--- src/rtl/mips_pkg.sv ---
// Shared types and constants for the multicycle MIPS control unit.
// Optional bne support is enabled by defining MIPS_BNE_EN.
package mips_pkg;

  typedef enum logic [3:0] {
    FETCH   = 4'd0,
    DECODE  = 4'd1,
    MEMADR  = 4'd2,
    MEMRD   = 4'd3,
    MEMWB   = 4'd4,
    MEMWR   = 4'd5,
    RTYPEEX = 4'd6,
    RTYPEWB = 4'd7,
    BEQEX   = 4'd8,
    ADDIEX  = 4'd9,
    ADDIWB  = 4'd10,
    JEX     = 4'd11,
    BNEEX   = 4'd12
  } statetype_t;

  localparam logic [5:0] OP_LW    = 6'b100011;
  localparam logic [5:0] OP_SW    = 6'b101011;
  localparam logic [5:0] OP_RTYPE = 6'b000000;
  localparam logic [5:0] OP_BEQ   = 6'b000100;
  localparam logic [5:0] OP_ADDI  = 6'b001000;
  localparam logic [5:0] OP_J     = 6'b000010;
  localparam logic [5:0] OP_BNE   = 6'b000101;

  localparam logic [5:0] FN_ADD = 6'b100000;
  localparam logic [5:0] FN_SUB = 6'b100010;
  localparam logic [5:0] FN_AND = 6'b100100;
  localparam logic [5:0] FN_OR  = 6'b100101;
  localparam logic [5:0] FN_SLT = 6'b101010;

  localparam logic [2:0] ALU_ADD = 3'b010;
  localparam logic [2:0] ALU_SUB = 3'b110;
  localparam logic [2:0] ALU_AND = 3'b000;
  localparam logic [2:0] ALU_OR  = 3'b001;
  localparam logic [2:0] ALU_SLT = 3'b111;

  typedef enum logic [1:0] {
    ALUOP_ADD   = 2'b00,
    ALUOP_SUB   = 2'b01,
    ALUOP_FUNCT = 2'b10
  } aluop_t;

endpackage

--- src/rtl/mips_multicycle_controller_aludec.sv ---
// ALU decoder: maps the FSM's aluop class and the R-type funct field
// onto the 3-bit ALU control code.
module mips_aludec
  import mips_pkg::*;
(
  input  aluop_t     aluop,
  input  logic [5:0] funct,
  output logic [2:0] alucontrol
);

  // aluop/funct to ALU operation; unknown funct falls back to add
  always_comb begin
    alucontrol = ALU_ADD;
    case (aluop)
      ALUOP_ADD: alucontrol = ALU_ADD;
      ALUOP_SUB: alucontrol = ALU_SUB;
      ALUOP_FUNCT: begin
        case (funct)
          FN_ADD:  alucontrol = ALU_ADD;
          FN_SUB:  alucontrol = ALU_SUB;
          FN_AND:  alucontrol = ALU_AND;
          FN_OR:   alucontrol = ALU_OR;
          FN_SLT:  alucontrol = ALU_SLT;
          default: alucontrol = ALU_ADD;
        endcase
      end
      default: alucontrol = ALU_ADD;
    endcase
  end

endmodule

--- src/rtl/mips_multicycle_controller.sv ---
// Moore FSM sequencing the multicycle MIPS datapath; write enables are
// gated by reset. Define MIPS_BNE_EN to add the bne instruction.
module mips_multicycle_controller
  import mips_pkg::*;
(
  input  logic       clk,
  input  logic       reset,
  input  logic [5:0] op,
  input  logic [5:0] funct,
  input  logic       zero,
  output logic       pcen,
  output logic       memwrite,
  output logic       irwrite,
  output logic       regwrite,
  output logic       iord,
  output logic       regdst,
  output logic       memtoreg,
  output logic       alusrca,
  output logic [1:0] alusrcb,
  output logic [1:0] pcsrc,
  output logic [2:0] alucontrol,
  output logic [3:0] state
);

  statetype_t state_r, next_s;
  aluop_t     aluop_s;
  logic       pcwrite_s, branch_s, memwrite_s, irwrite_s, regwrite_s;
`ifdef MIPS_BNE_EN
  logic       branchne_s;
`endif

  // state register
  always_ff @(posedge clk) begin
    if (reset) state_r <= FETCH;
    else       state_r <= next_s;
  end

  // next-state logic
  always_comb begin
    next_s = FETCH;
    case (state_r)
      FETCH: next_s = DECODE;
      DECODE: begin
        case (op)
          OP_LW, OP_SW: next_s = MEMADR;
          OP_RTYPE:     next_s = RTYPEEX;
          OP_BEQ:       next_s = BEQEX;
          OP_ADDI:      next_s = ADDIEX;
          OP_J:         next_s = JEX;
`ifdef MIPS_BNE_EN
          OP_BNE:       next_s = BNEEX;
`endif
          default:      next_s = FETCH;
        endcase
      end
      MEMADR: begin
        if (op == OP_SW) next_s = MEMWR;
        else             next_s = MEMRD;
      end
      MEMRD:   next_s = MEMWB;
      RTYPEEX: next_s = RTYPEWB;
      ADDIEX:  next_s = ADDIWB;
      default: next_s = FETCH;
    endcase
  end

  // Moore output decode of the current state
  always_comb begin
    pcwrite_s  = 1'b0;
    branch_s   = 1'b0;
`ifdef MIPS_BNE_EN
    branchne_s = 1'b0;
`endif
    memwrite_s = 1'b0;
    irwrite_s  = 1'b0;
    regwrite_s = 1'b0;
    iord       = 1'b0;
    regdst     = 1'b0;
    memtoreg   = 1'b0;
    alusrca    = 1'b0;
    alusrcb    = 2'b00;
    pcsrc      = 2'b00;
    aluop_s    = ALUOP_ADD;
    case (state_r)
      FETCH: begin
        irwrite_s = 1'b1;
        pcwrite_s = 1'b1;
        alusrcb   = 2'b01;
      end
      DECODE: alusrcb = 2'b11;
      MEMADR: begin
        alusrca = 1'b1;
        alusrcb = 2'b10;
      end
      MEMRD: iord = 1'b1;
      MEMWB: begin
        memtoreg   = 1'b1;
        regwrite_s = 1'b1;
      end
      MEMWR: begin
        iord       = 1'b1;
        memwrite_s = 1'b1;
      end
      RTYPEEX: begin
        alusrca = 1'b1;
        aluop_s = ALUOP_FUNCT;
      end
      RTYPEWB: begin
        regdst     = 1'b1;
        regwrite_s = 1'b1;
      end
      BEQEX: begin
        alusrca  = 1'b1;
        aluop_s  = ALUOP_SUB;
        pcsrc    = 2'b01;
        branch_s = 1'b1;
      end
      ADDIEX: begin
        alusrca = 1'b1;
        alusrcb = 2'b10;
      end
      ADDIWB: regwrite_s = 1'b1;
      JEX: begin
        pcsrc     = 2'b10;
        pcwrite_s = 1'b1;
      end
`ifdef MIPS_BNE_EN
      BNEEX: begin
        alusrca    = 1'b1;
        aluop_s    = ALUOP_SUB;
        pcsrc      = 2'b01;
        branchne_s = 1'b1;
      end
`endif
      default: pcwrite_s = 1'b0;
    endcase
  end

  mips_aludec u_aludec (
    .aluop      (aluop_s),
    .funct      (funct),
    .alucontrol (alucontrol)
  );

  // reset suppresses every write so an abandoned instruction leaves no trace
  assign memwrite = memwrite_s & ~reset;
  assign irwrite  = irwrite_s  & ~reset;
  assign regwrite = regwrite_s & ~reset;
`ifdef MIPS_BNE_EN
  assign pcen = ~reset & (pcwrite_s | (branch_s & zero) | (branchne_s & ~zero));
`else
  assign pcen = ~reset & (pcwrite_s | (branch_s & zero));
`endif
  assign state = state_r;

endmodule

--- config.mk ---
export PLATFORM = sky130hd
export DESIGN_NAME = mips_multicycle_controller
export DESIGN_NICKNAME = d
export VERILOG_FILES = /design/src/rtl/mips_pkg.sv /design/src/rtl/mips_multicycle_controller_aludec.sv /design/src/rtl/mips_multicycle_controller.sv
export SDC_FILE = /design/constraint.sdc
export NUM_CORES = 1
export LEC_CHECK = 0
export ABC_CLOCK_PERIOD_IN_PS = 3230
export CAP_MARGIN = 20
export CORE_UTILIZATION = 39
export CTS_CLUSTER_DIAMETER = 40
export DETAILED_ROUTE_END_ITERATION = 6
export HOLD_SLACK_MARGIN = 0.06
export PLACE_DENSITY_LB_ADDON = 0.25
export SLEW_MARGIN = 20
export SYNTH_ARGS = -nofsm -noshare
export SYNTH_HDL_FRONTEND = slang
export SYNTH_HIERARCHICAL = 1
export SYNTH_SLANG_ARGS = --single-unit
--- constraint.sdc ---
create_clock -name clk -period 3.23 [get_ports clk]
set_input_delay 0.646 -clock clk [delete_from_list [all_inputs] [get_ports clk]]
set_output_delay 0.646 -clock clk [all_outputs]
set_load 0.005 [all_outputs]
==> results of run 1 <==
worst max path at each step:
stage,cells after the start,endpoint,slack (ns),start
global route,6,alucontrol[2],0.10,state[1]
global placement,4,pcen,0.46,reset
finish,6,alucontrol[2],0.24,state[1]
CTS,6,alucontrol[2],0.24,state[1]
floorplan,7,alucontrol[2],0.88,state[2]
detailed placement,4,pcen,0.36,reset
report_power, final:
group          switching (W)  leakage (nW)  internal (W)
Clock              0.0000196        0.0138     0.0000415
Combinational      0.0000226         0.251     0.0000353
Sequential        0.00000339        0.0326     0.0000513
cells in the final DEF, fill, tap and decap left out, types with 2 or more instances in the layout:
cell type         n
nor2_1           10
nand4bb_1         2
inv_1             5
buf_4             3
nand2b_1          4
a21oi_1           7
clkbuf_4          3
o21bai_1          2
ha_1              2
o21ai_0           4
nand2_1           2
nand3_1           2
clkdlybuf4s50_1  33
dfxtp_1           4
nor3_1            8
cell type report:
class | count | area (um^2) | share of cell area
Multi-Input combinational cell | 63 | 421.7 | 0.4610
Timing Repair Buffer | 36 | 352.8 | 0.3858
Sequential cell | 4 | 80.08 | 0.08755
Clock buffer | 3 | 22.52 | 0.02462
Inverter | 5 | 18.77 | 0.02052
Tap cell | 15 | 18.77 | 0.02052
metrics by stage:
stage	instances	hold slack, ns	worst slack [ns]	utilization	instance area (um^2)
2_1_floorplan	77	0.5977	0.8842	-	556.8
3_3_place_gp	123	0.6473	0.4625	0.6771	892.1
3_5_place_dp	123	0.6502	0.3631	0.6771	892.1
4_1_cts	126	0.6544	0.2393	0.6942	914.6
5_1_grt	126	0.6899	0.1037	0.6942	914.6
6_report	126	0.6481	0.2367	0.6942	914.6
cell usage after synthesis (4+ instances only):
cell       n  area [um^2]
a21oi_1    7        35.03
nand2b_1   4        25.02
nor2_1    10        37.54
dfxtp_1    4        80.08
inv_1      5        18.77
nor3_1     8        40.04
o21ai_0    4        20.02
worst max-delay path: stages (launching register included):
cell             delay, ns
dfxtp_1               0.58
nand2b_1              0.17
nor2_1                0.18
ha_1                  0.29
nand4bb_1             0.24
o22ai_1               0.14
clkdlybuf4s50_1       0.51
layer usage:
layer,track usage,vias to the layer above,routed length (um)
met3,0.07386,0,92
met4,0,0,0
met5,0,-,0
met1,0.2033,309,562
li1,-,346,-
met2,0.3934,21,757
logic make-up after synthesis:
group | Yosys count
simple gates | 39
compound gates | 19
buf+inv | 10
flops | 4
xor+xnor | 2
fa+ha+maj | 2
mux | 1
==> metrics.txt, run 1 <==
# TYPE chip_impl_metric gauge
chip_impl_info{name="crit-reg2reg-launch",value="state[1]"} 1
chip_impl_info{name="outcome",value="finished, final reports clean"} 1
chip_impl_metric{name="wirelength_per_cell",unit="um"} 11.21
chip_impl_metric{name="vert_die_dim",unit="um"} 39.79
chip_impl_metric{name="largest_register_ffs",unit=""} 4
chip_impl_metric{name="postCtsSetupBuffers",unit=""} 0
chip_impl_metric{name="area_growth_from_synthesis_to_layout",unit="%"} 64.27
chip_impl_metric{name="clock_latency",unit="ns"} 0.24
chip_impl_metric{name="slew_violations",unit=""} 0
chip_impl_metric{name="cts.path.max_buffers",unit=""} 2
chip_impl_metric{name="worst-r2r-cell-count",unit=""} 4
chip_impl_info{name="dominant_synthesized_flop_cell",value="dfxtp_1"} 1
chip_impl_info{name="tritoncts",value="done"} 1
chip_impl_metric{name="clk_pin_slew_worst_paths",unit="ns"} 0.03
chip_impl_metric{name="synth-xor-area-share",unit=""} 0.03146
chip_impl_metric{name="number_of_library_cell_types_mapped_by_synthesis",unit=""} 36
chip_impl_metric{name="rows",unit=""} 13
chip_impl_metric{name="clock_tree_sinks",unit=""} 4
chip_impl_metric{name="power.density",unit="mW/mm^2"} 189.8
chip_impl_metric{name="drtPass1Iterations",unit=""} 4
chip_impl_metric{name="die_w",unit="um"} 39.79
chip_impl_metric{name="viasPerCell",unit=""} 5.365
chip_impl_metric{name="timing.slew.headroom",unit=""} 0.7009
chip_impl_metric{name="remaining_drc_errors",unit=""} 0
chip_impl_metric{name="layout.filler_cells",unit=""} 118
chip_impl_metric{name="design.core.area",unit="mm^2"} 0.001318
chip_impl_metric{name="async_set_or_reset_register_ratio_after_synthesis",unit=""} 0
chip_impl_metric{name="first_global_vias",unit=""} 573
chip_impl_metric{name="min_delay_path_depth",unit=""} 2
chip_impl_info{name="clock_tree.root_cell",value="clkbuf_4"} 1
chip_impl_metric{name="initial_core_util",unit=""} 0.4226
chip_impl_metric{name="numCtsBuffers",unit=""} 3
chip_impl_metric{name="max-vdd-ir-drop",unit="mV"} 0.1970
chip_impl_metric{name="mappedNetlistNets",unit=""} 94
chip_impl_metric{name="grt_overflow_total",unit=""} 0
chip_impl_metric{name="worst_tran_pin_value",unit="ns"} 0.4480
chip_impl_info{name="setup.worst_path.end_class",value="output port"} 1
chip_impl_metric{name="synth_area_per_cell",unit="um^2"} 7.231
chip_impl_metric{name="grt_first_pass_wirelength",unit="um"} 2139
chip_impl_metric{name="number_of_violations_of_the_max_capacitance_limit",unit=""} 0
chip_impl_metric{name="antenna_cells_inserted",unit=""} 0
chip_impl_metric{name="p_leak",unit="nW"} 0.2975
chip_impl_info{name="synth_top_family_by_area",value="simple AND/OR/NAND/NOR gates"} 1
chip_impl_metric{name="crit_fanout",unit=""} 14
chip_impl_metric{name="io_pins",unit=""} 34
chip_impl_metric{name="max_freq",unit="MHz"} 334.1
chip_impl_metric{name="routed_wirelength",unit="um"} 1412
chip_impl_metric{name="ctsHoldBuffers",unit=""} 0
chip_impl_metric{name="number_of_synthesized_register_bits",unit=""} 4
chip_impl_metric{name="dr.first_iter.drc_count",unit=""} 6
chip_impl_info{name="timing.hold.worst.class",value="flip-flop to flip-flop"} 1
chip_impl_metric{name="cts.repair.resized",unit=""} 0
chip_impl_metric{name="maximum_number_of_pins_on_one_net_before_global_route_repair",unit=""} 15
chip_impl_info{name="setup_repair_after_global_routing_missed_its_margin",value="no"} 1
chip_impl_metric{name="timing.critical_path.required",unit="ns"} 2.58
chip_impl_metric{name="critPathArrivalTime",unit="ns"} 2.35
chip_impl_metric{name="post_synthesis_compound_gate_area_fraction",unit=""} 0.2157
chip_impl_metric{name="finalHoldViolations",unit=""} 0
chip_impl_metric{name="htree_levels",unit=""} 1
chip_impl_info{name="timing.rr.end",value="state[2]"} 1
chip_impl_metric{name="yosys.area_share.simple",unit=""} 0.4472
chip_impl_metric{name="slack_of_the_worst_reg_to_reg_path",unit="ns"} 1.77
chip_impl_info{name="setup.worst_path.start_class",value="flip-flop"} 1
chip_impl_metric{name="synth_enable_flop_cells",unit=""} 0
chip_impl_metric{name="synth_warnings",unit=""} 6
chip_impl_metric{name="finalWorstPathRequiredPeriod",unit="ns"} 2.993
chip_impl_metric{name="min_period_over_period",unit=""} 0.9267
chip_impl_info{name="hold_start",value="state[2]"} 1
chip_impl_metric{name="post-layout-total-power",unit="W"} 0.0001736
chip_impl_metric{name="gp_congestion",unit=""} 0.8087
chip_impl_metric{name="ys_seq_area_frac",unit=""} 0.1438
chip_impl_metric{name="yosys-mux-area-fraction",unit=""} 0.01798
chip_impl_metric{name="design.final.nets",unit=""} 130
chip_impl_metric{name="antenna_found_initial",unit=""} 0
chip_impl_metric{name="portBuffers",unit=""} 33
chip_impl_metric{name="tns",unit="ns"} 0
chip_impl_metric{name="global_route.usage.total",unit=""} 0.1986
chip_impl_info{name="hold-path-endpoint",value="state[1]"} 1
chip_impl_metric{name="post_route_cells_drive_above_1_share",unit=""} 0.1171
chip_impl_metric{name="finalSetupViolations",unit=""} 0
chip_impl_metric{name="final.setup_skew",unit="ns"} 0.005690
chip_impl_metric{name="via_count",unit=""} 676
chip_impl_info{name="crit_path_category",value="flip-flop to output port"} 1
chip_impl_metric{name="post_synth_fa_ha_maj_area_fraction",unit=""} 0.04494
chip_impl_metric{name="die_area",unit="mm^2"} 0.001583
chip_impl_metric{name="hpwl",unit="um"} 1207
chip_impl_metric{name="antenna_violating_nets_post_route",unit=""} 0
chip_impl_metric{name="synth_area",unit="um^2"} 556.8
chip_impl_metric{name="synthesis.instances",unit=""} 77
Note: power is estimated with default switching activity, not from simulation.
==> run 2, diff against run 1 <==
- CTS_CLUSTER_DIAMETER: 40 -> default
==> results of run 2 <==
Same layout as run 1: the final DEF is identical, and so are final timing and power.
==> run 3, diff against run 2 <==
==> constraint.sdc (replaced) <==
create_clock -name clk -period 3.23 [get_ports clk]
set_input_delay 0.4845 -clock clk [delete_from_list [all_inputs] [get_ports clk]]
set_output_delay 0.4845 -clock clk [all_outputs]
set_load 0.005 [all_outputs]
==> run 3 against run 2 <==
  * Clock power is 5.2% lower
  * Sequential power is 1% higher
  * First-iteration DRC count is 17% higher
  * Clock skew is 0.0043 ns lower
  * Sequential cell count stayed put
  * Global-route usage is 0.23 points lower
  * Sequential share of layout area is 0.15 points higher
  * Largest cell class unchanged
==> metrics.txt, run 3 (synthesized netlist as in run 1, its figures left out) <==
# TYPE chip_impl_metric gauge
chip_impl_metric{name="antenna_violating_nets_post_route",unit=""} 0
chip_impl_metric{name="cts.path.max_buffers",unit=""} 2
chip_impl_metric{name="number_of_violations_of_the_max_capacitance_limit",unit=""} 0
chip_impl_metric{name="timing.slew.headroom",unit=""} 0.6998
chip_impl_metric{name="ctsHoldBuffers",unit=""} 0
chip_impl_metric{name="whs",unit="ns"} 0.6650
chip_impl_info{name="setup.worst_path.end_class",value="output port"} 1
chip_impl_info{name="outcome",value="finished, final reports clean"} 1
chip_impl_info{name="clock_tree.root_cell",value="clkbuf_4"} 1
chip_impl_metric{name="clock_latency",unit="ns"} 0.23
chip_impl_info{name="setup_repair_after_global_routing_missed_its_margin",value="no"} 1
chip_impl_info{name="layout_common_cells",value="33 x clkdlybuf4s50_1, 10 x nor2_1, 8 x nor3_1"} 1
chip_impl_metric{name="viasPerCell",unit=""} 5.290
chip_impl_metric{name="multi_input_comb_area",unit="um^2"} 421.7
chip_impl_metric{name="max-vdd-ir-drop",unit="mV"} 0.1860
chip_impl_metric{name="clock_tree_sinks",unit=""} 4
chip_impl_metric{name="portBuffers",unit=""} 33
chip_impl_metric{name="critPathArrivalTime",unit="ns"} 2.47
chip_impl_metric{name="netSwitchingFraction",unit=""} 0.2516
chip_impl_metric{name="min_period_over_period",unit=""} 0.9161
chip_impl_metric{name="hpwl",unit="um"} 1280
chip_impl_metric{name="dp_slack",unit="ns"} 0.5009
chip_impl_metric{name="final_core_util",unit=""} 0.6828
chip_impl_metric{name="groute.layer.met3.usage",unit=""} 0.02273
chip_impl_metric{name="pwr-share-comb",unit=""} 0.336
chip_impl_metric{name="postLayoutSetupSlackWorst",unit="ns"} 0.2709
chip_impl_metric{name="finalSetupViolations",unit=""} 0
chip_impl_metric{name="post_route_cells_drive_above_1_share",unit=""} 0.1009
chip_impl_metric{name="io_pins",unit=""} 34
chip_impl_metric{name="antenna_found_initial",unit=""} 0
chip_impl_metric{name="p_int",unit="W"} 0.0001276
chip_impl_metric{name="largest_register_ffs",unit=""} 4
chip_impl_metric{name="grt_overflow_total",unit=""} 0
chip_impl_metric{name="tns",unit="ns"} 0
chip_impl_info{name="layout_commonest_cell",value="clkdlybuf4s50_1"} 1
chip_impl_info{name="crit_path_category",value="flip-flop to output port"} 1
chip_impl_metric{name="grt.met2_usage",unit=""} 0.3852
chip_impl_metric{name="maximum_number_of_pins_on_one_net_before_global_route_repair",unit=""} 15
chip_impl_metric{name="p_leak",unit="nW"} 0.2866
chip_impl_metric{name="rows",unit=""} 13
chip_impl_metric{name="global_route.usage.total",unit=""} 0.1963
chip_impl_metric{name="power.clock.fraction",unit=""} 0.339
chip_impl_metric{name="clk_pin_slew_worst_paths",unit="ns"} 0.03
chip_impl_metric{name="drtPass1Iterations",unit=""} 3
chip_impl_metric{name="power.density",unit="mW/mm^2"} 189.6
chip_impl_metric{name="initial_core_util",unit=""} 0.4226
chip_impl_metric{name="cts.repair.resized",unit=""} 0
chip_impl_metric{name="die_area",unit="mm^2"} 0.001583
chip_impl_metric{name="dr.first_iter.drc_count",unit=""} 7
chip_impl_info{name="timing.hold.worst.class",value="flip-flop to flip-flop"} 1
chip_impl_metric{name="placed_cells",unit=""} 121
chip_impl_metric{name="grtUsageMet1",unit=""} 0.2233
chip_impl_metric{name="worst_tran_pin_value",unit="ns"} 0.4498
chip_impl_metric{name="die_w",unit="um"} 39.79
chip_impl_metric{name="vert_die_dim",unit="um"} 39.79
chip_impl_metric{name="regArea",unit="um^2"} 80.08
chip_impl_metric{name="first_global_vias",unit=""} 534
chip_impl_metric{name="remaining_drc_errors",unit=""} 0
chip_impl_metric{name="via_count",unit=""} 656
chip_impl_info{name="cpMaxStageDelayCell",value="clkdlybuf4s50_1"} 1
chip_impl_metric{name="finalWorstPathRequiredPeriod",unit="ns"} 2.959
chip_impl_metric{name="routed_wirelength",unit="um"} 1497
chip_impl_metric{name="timing.critical_path.required",unit="ns"} 2.75
chip_impl_metric{name="area_growth_from_synthesis_to_layout",unit="%"} 61.57
chip_impl_metric{name="layout.filler_cells",unit=""} 123
chip_impl_metric{name="finalHoldViolations",unit=""} 0
chip_impl_metric{name="p_sw",unit="W"} 0.00004292
chip_impl_info{name="tritoncts",value="done"} 1
chip_impl_metric{name="postCtsSetupBuffers",unit=""} 0
chip_impl_info{name="grt-busiest-layer",value="met2"} 1
chip_impl_metric{name="grt_first_pass_wirelength",unit="um"} 2118
chip_impl_metric{name="numCtsBuffers",unit=""} 3
chip_impl_metric{name="stdcell_count",unit=""} 124
chip_impl_metric{name="antenna_cells_inserted",unit=""} 0
chip_impl_metric{name="crit_fanout",unit=""} 10
chip_impl_metric{name="critical-path-max-stage-delay",unit="ns"} 0.52
chip_impl_metric{name="final.setup_skew",unit="ns"} 0.001398
chip_impl_info{name="crit_path_cell_trace",value="nand2b_1, nor3_1, buf_4, inv_1, ha_1, nand4bb_1, o22ai_1, clkdlybuf4s50_1"} 1
chip_impl_metric{name="max_freq",unit="MHz"} 337.9
chip_impl_metric{name="wirelength_per_cell",unit="um"} 12.07
chip_impl_metric{name="design.final.nets",unit=""} 128
chip_impl_metric{name="gp_congestion",unit=""} 0.7988
chip_impl_metric{name="slew_violations",unit=""} 0
chip_impl_metric{name="seqPwrFrac",unit=""} 0.324
chip_impl_info{name="setup.worst_path.start_class",value="flip-flop"} 1
chip_impl_metric{name="htree_levels",unit=""} 1
chip_impl_metric{name="design.core.area",unit="mm^2"} 0.001318
run 3: layout make-up:
cell class | instances | share of cell area
multi-input combinational | 63 | 0.4687
tap | 15 | 0.02086
timing repair buffer | 34 | 0.3755
sequential | 4 | 0.08901
clock buffer | 3 | 0.02503
inverter | 5 | 0.02086
run 3: power groups by stage:
stage               clock network [W]   logic, W  registers, W
CTS                         0.0000599  0.0000579     0.0000552
finish                      0.0000579  0.0000574     0.0000553
global placement                    0  0.0000565     0.0000557
floorplan                           0  0.0000239     0.0000530
global route                0.0000625  0.0000627     0.0000556
detailed placement                  0  0.0000576     0.0000559
run 3: stage by stage:
step | total power (W) | cell area [um^2]
2_1_floorplan | 0.00007685 | 556.8
3_3_place_gp | 0.0001122 | 877.1
3_5_place_dp | 0.0001135 | 877.1
4_1_cts | 0.0001729 | 899.6
5_1_grt | 0.0001808 | 899.6
6_report | 0.0001706 | 899.6
run 3: worst max-delay path, delay by kind of cell, from the launching register on:
family / cells / cell delay, ns
and+or+nand+nor: 3 / 0.58
AOI/OAI and AO/OA: 1 / 0.15
adders and majority gates: 1 / 0.32
DFF: 1 / 0.49
buffers and inverters: 3 / 0.71
run 3: path summary, 6_finish.rpt:
kind              startpoint             to  slack (ns)  cells past startpoint
setup reg to reg    state[1]       state[0]        1.79                      4
setup / recovery    state[3]  alucontrol[2]        0.27                      8
hold reg to reg     state[3]       state[1]        0.66                      2
hold / removal      state[3]       state[1]        0.66                      2
run 3: per-layer routing:
metal	routed length, um	vias to the layer above
met2	806	19
met4	0	0
met1	616	294
met5	0	-
li1	-	343
met3	74	0
